## src/rtl/serial_word_receiver.sv

```systemverilog
// Serial-to-parallel word capture for the FIR input: LANES bits per beat, framing
// check on the last flag, completed words buffered in a small FIFO with valid/ready.
module serial_word_receiver #(
    parameter int DATA_WIDTH = 24,
    parameter int LANES      = 1,
    parameter int MSB_FIRST  = 0,
    parameter int FIFO_DEPTH = 4
) (
    input  logic                          i_clk,
    input  logic                          i_rst_n,
    input  logic                          i_en,
    input  logic [LANES-1:0]              i_din,
    input  logic                          i_din_valid,
    input  logic                          i_din_last,
    output logic                          o_ready,
    output logic [DATA_WIDTH-1:0]         o_word,
    output logic                          o_word_valid,
    input  logic                          i_word_ready,
    output logic [$clog2(FIFO_DEPTH):0]   o_fifo_count,
    output logic                          o_frame_err
);
    localparam int BEATS = DATA_WIDTH / LANES;
    localparam int CW    = (BEATS > 1) ? $clog2(BEATS) : 1;
    localparam int PW    = $clog2(FIFO_DEPTH);
    localparam int NW    = PW + 1;

    localparam logic [1:0] S_IDLE   = 2'd0;
    localparam logic [1:0] S_RECV   = 2'd1;
    localparam logic [1:0] S_RESYNC = 2'd2;

    logic [1:0]            state, state_nxt;
    logic [CW-1:0]         beat_cnt, beat_cnt_nxt;
    logic [DATA_WIDTH-1:0] asm_word, asm_nxt;
    logic                  push, err_nxt, accept, pop, final_beat, run;

    logic [DATA_WIDTH-1:0] mem [FIFO_DEPTH];
    logic [PW-1:0]         wr_ptr, rd_ptr;
    logic [NW-1:0]         count;

    // run holds o_ready low through reset and the first edge after release
    assign o_ready      = run & i_en & (count < NW'(FIFO_DEPTH));
    assign accept       = i_din_valid & o_ready;
    assign pop          = o_word_valid & i_word_ready;
    assign final_beat   = (beat_cnt == CW'(BEATS - 1));
    assign o_word       = mem[rd_ptr];
    assign o_word_valid = (count != '0);
    assign o_fifo_count = count;

    // Merge the current beat into the partial word; a new word starts from zero
    always_comb begin
        asm_nxt = (state == S_IDLE) ? '0 : asm_word;
        for (int b = 0; b < BEATS; b++) begin
            if (beat_cnt == CW'(b)) begin
                if (MSB_FIRST != 0)
                    asm_nxt[DATA_WIDTH - (b + 1) * LANES +: LANES] = i_din;
                else
                    asm_nxt[b * LANES +: LANES] = i_din;
            end
        end
    end

    always_comb begin
        state_nxt    = state;
        beat_cnt_nxt = beat_cnt;
        push         = 1'b0;
        err_nxt      = 1'b0;
        if (accept) begin
            case (state)
                S_IDLE, S_RECV: begin
                    if (final_beat) begin
                        beat_cnt_nxt = '0;
                        if (i_din_last) begin
                            push      = 1'b1;
                            state_nxt = S_IDLE;
                        end else begin
                            err_nxt   = 1'b1;
                            state_nxt = S_RESYNC;
                        end
                    end else if (i_din_last) begin
                        err_nxt      = 1'b1;
                        beat_cnt_nxt = '0;
                        state_nxt    = S_IDLE;
                    end else begin
                        beat_cnt_nxt = beat_cnt + 1'b1;
                        state_nxt    = S_RECV;
                    end
                end
                S_RESYNC: begin
                    if (i_din_last) state_nxt = S_IDLE;
                end
                default: begin
                    state_nxt    = S_IDLE;
                    beat_cnt_nxt = '0;
                end
            endcase
        end
    end

    always_ff @(posedge i_clk or negedge i_rst_n) begin
        if (!i_rst_n) begin
            state       <= S_IDLE;
            beat_cnt    <= '0;
            asm_word    <= '0;
            o_frame_err <= 1'b0;
            run         <= 1'b0;
        end else begin
            run         <= 1'b1;
            state       <= state_nxt;
            beat_cnt    <= beat_cnt_nxt;
            o_frame_err <= err_nxt;
            if (accept) asm_word <= asm_nxt;
        end
    end

    // Word FIFO; pointers wrap naturally since the depth is a power of two
    always_ff @(posedge i_clk or negedge i_rst_n) begin
        if (!i_rst_n) begin
            wr_ptr <= '0;
            rd_ptr <= '0;
            count  <= '0;
            for (int i = 0; i < FIFO_DEPTH; i++) mem[i] <= '0;
        end else begin
            if (push) begin
                mem[wr_ptr] <= asm_nxt;
                wr_ptr      <= wr_ptr + 1'b1;
            end
            if (pop) rd_ptr <= rd_ptr + 1'b1;
            case ({push, pop})
                2'b10:   count <= count + 1'b1;
                2'b01:   count <= count - 1'b1;
                default: count <= count;
            endcase
        end
    end
endmodule

```

## config.mk

```make
export PLATFORM = sky130hd
export DESIGN_NAME = serial_word_receiver
export DESIGN_NICKNAME = d
export VERILOG_FILES = /design/src/rtl/serial_word_receiver.sv
export SDC_FILE = /design/constraint.sdc
export NUM_CORES = 1
export LEC_CHECK = 0
export BUFFER_PORTS_ARGS = -buffer_cell sky130_fd_sc_hd__buf_2
export CORE_MARGIN = 1.5
export CORE_UTILIZATION = 51
export DETAILED_ROUTE_END_ITERATION = 10
export PLACE_DENSITY_LB_ADDON = 0.08
export SYNTH_ARGS = -nofsm -noshare
export SYNTH_HDL_FRONTEND = slang
export SYNTH_SLANG_ARGS = --single-unit
```

## constraint.sdc

```tcl
create_clock -name i_clk -period 7.35 [get_ports i_clk]
set_input_delay 0.3675 -clock i_clk [delete_from_list [all_inputs] [get_ports i_clk]]
set_output_delay 0.3675 -clock i_clk [all_outputs]
set_load 0.005 [all_outputs]
```

==> results.sh <==
export IMPL_outcome="finished with violations"
export IMPL_violations="hold timing"
export IMPL_core_area_um2=13200
export IMPL_slowest_stage="dfrtp_1"
export IMPL_syn_to_final_growth_pct=13.1
export IMPL_drt_vias_per_instance=5.77
export IMPL_synth_compound_area_share_pct=7.44
export IMPL_fmax_mhz=315
export IMPL_yosys_top_cells_area="dfrtp_1, mux2_2, mux4_2, o21ai_0, mux2i_1"
export IMPL_syn_area_per_cell_um2=13.7
export IMPL_grt_max_degree=79
export IMPL_timing_final_crit_share_pct=43.2
export IMPL_utilization_pct=58.7
export IMPL_clock_latency_ns=0.42
export IMPL_dp_hpwl_um=8280
export IMPL_synthAdderAreaFrac_pct=2.67
export IMPL_antenna_found_initial=0
export IMPL_r2r_end="o_fifo_count[2]"
export IMPL_num_rows=42
export IMPL_maxCapViolCount=0
export IMPL_ctsResizeCount=0
export IMPL_cts_buffers=17
export IMPL_crit_type="reg2reg"
export IMPL_cp_depth=10
export IMPL_finalClockSkew_ns=0.00885
export IMPL_synth_simple_area_share_pct=7.83
export IMPL_dpl_instance_area_um2=7070
export IMPL_yosysMostFrequentCell="dfrtp_1"
export IMPL_synth_top_area_share_pct=49.7
export IMPL_startpoint="beat_cnt[2]"
export IMPL_p_total_w=0.00208
export IMPL_ys_seq_area_share_pct=49.7
export IMPL_powerDensity_nw_per_um2=269
export IMPL_finalHoldViolations=38
export IMPL_postCtsHoldBufs=0
export IMPL_synth_edf_count=0
export IMPL_critPathBufInv=1
export IMPL_die_y_um=119
export IMPL_finalWeightedCongestion=0.778
export IMPL_crit_path_end="o_fifo_count[2]"
export IMPL_whs_ns=-0.0223
export IMPL_slew_headroom_pct=32.5
export IMPL_rr_worst_depth=10
export IMPL_start_kind="flop"
export IMPL_syn_nets=519
export IMPL_post_route_cell_area_um2=7740
export IMPL_end_kind="flop"
export IMPL_ios=37
export IMPL_setup_viol=0
export IMPL_cts_buffer_depth=2
export IMPL_routed_via_count=4093
export IMPL_synth_top_flop_cell="dfrtp_1"
export IMPL_vdd_ir_drop_worst_uv=203
export IMPL_drt_wirelength_per_cell_um=18.9
export IMPL_drive_above_1_share_pct=38.6
export IMPL_critical_path_max_stage_delay_ns=0.95
export IMPL_synth_mux_area_share_pct=27.4
export IMPL_critPathMaxFanout=28
export IMPL_nNetsFinal=541
export IMPL_synthCells=498
export IMPL_rsz0062_at_grt="false"
export IMPL_post_cts_setup_buffer_count=0
export IMPL_setup_tns_ns=0
export IMPL_overflow=0
export IMPL_min_period_ns=3.18
export IMPL_rrSetupSlack_ns=4.17
export IMPL_maxSlewViolCount=0
export IMPL_synthTopCellsByCount="dfrtp_1, mux2_2, o21ai_0"
export IMPL_grt_pass1_wl_um=22700
export IMPL_dr_first_iter_drc_count=216
export IMPL_die_w_um=119
export IMPL_ys_types=39
export IMPL_root_buffer="clkbuf_16"
export IMPL_cts_tree="yes"
export IMPL_hold_path_class="in2async"
export IMPL_ys_seq_elements=136
export IMPL_syn_area_um2=6840
export IMPL_port_buffers=36
export IMPL_initial_core_util_pct=51.9
export IMPL_drc=0
export IMPL_synth_top_family_by_area="multiplexers"
export IMPL_async_reset_ff_share_pct=100
export IMPL_dieArea_um2=14100
export IMPL_ant_nets=0
export IMPL_grt_pass1_vias=4222
export IMPL_clkSlewWorstSetupHoldPaths_ns=0.06
export IMPL_drt_wl_total_um=13400
export IMPL_critPathTopFamily="simple AND/OR/NAND/NOR gates"
export IMPL_diodes=0
export IMPL_htreeDepth=4
export IMPL_crit_required_ns=7.66
export IMPL_drtPass1Iterations=4
export IMPL_globalRouteTotalUtil_pct=20.8
export IMPL_synth_top_area_cell="dfrtp_1"
export IMPL_crit_chain="and4b_1 > ha_1 > and3b_1 > nand2_1 > ha_1 > inv_1 > fa_1 > xor2_1 > nor2_1 > xor2_1"
export IMPL_worstMarginPinSlew_ns=1.01
export IMPL_synth_xor_area_share_pct=0.768
export IMPL_ys_warn_count=0
export IMPL_r2r_start="beat_cnt[2]"
export IMPL_cts_sinks=136
export IMPL_worstPathArrival_ns=3.49
export IMPL_leakagePower_nw=3.68
==> cell type report <==
cell class	instances	area, µm²
Multi-Input combinational cell	306	3160
Fill cell	1086	5450
Inverter	19	71.3
Clock buffer	18	439
Tap cell	176	220
Sequential cell	136	3400
Clock inverter	14	228
Timing Repair Buffer	40	216
==> flip-flops by register name, summed over array words and instances (netlist names) <==
register      flops
beat_cnt          5
wr_ptr            2
mem              96
run               1
state             2
o_frame_err       1
o_fifo_count      3
rd_ptr            2
asm_word         24
==> layer usage <==
metal	up-vias	routed length, µm	global-route usage (%)
li1	1889	-	-
met4	0	228	8.58
met3	21	429	4.65
met1	2121	6330	28.1
met2	62	6410	32.7
met5	-	0	0
==> report_power, final <==
part           total, W  internal [W]  switching [W]
registers      0.000868      0.000776      0.0000927
clock network  0.000964      0.000641       0.000323
logic          0.000250      0.000125       0.000125
==> cell families (layout without fill, tap and decap cells) <==
logic type,after synthesis,in the layout
other cells,1,1
xor+xnor,6,6
flops,136,136
fa+ha+maj,14,14
compound gates,84,84
simple gates,56,56
buf+inv,56,91
mux,145,145
==> how the worst min path moves through the flow <==
stage                 start           to
global placement    i_rst_n      mem[72]
finish              i_rst_n      mem[76]
CTS                 i_rst_n      mem[24]
global route        i_rst_n      mem[73]
detailed placement  i_rst_n      mem[72]
floorplan           i_rst_n  asm_word[0]
==> placed cells by master (no fill, tap or decap), types with 5 or more instances in the layout <==
cell type / netlist / routed
a21oi_1: 6 / 6
a22o_1: 18 / 18
and4bb_2: 12 / 12
buf_2: 11 / 35
bufinv_16: 0 / 6
clkbuf_16: 0 / 17
clkinv_2: 0 / 5
dfrtp_1: 136 / 135
ha_1: 13 / 13
inv_1: 19 / 19
mux2_1: 12 / 12
mux2_2: 86 / 86
mux2i_1: 23 / 23
mux4_2: 24 / 24
nand2_1: 8 / 8
nand4b_1: 7 / 7
o21ai_0: 50 / 50
o22ai_1: 6 / 6
==> worst register-to-register path, cell delays in order, from the launching register on <==
cell,delay [ns]
dfrtp_1,0.95
and4b_1,0.43
ha_1,0.19
and3b_1,0.42
nand2_1,0.19
ha_1,0.27
inv_1,0.07
fa_1,0.17
xor2_1,0.16
nor2_1,0.07
xor2_1,0.13
==> metrics by stage <==
step	setup slack, ns	hold slack [ns]	cells
after floorplan	4.78	0.0719	498
after global placement	4.31	0.438	677
after detailed placement	4.17	0.457	677
after CTS	4.18	0.00294	709
after global routing	3.94	0.0410	709
final	4.17	-0.0223	709
(Power assumes the default switching activity.)
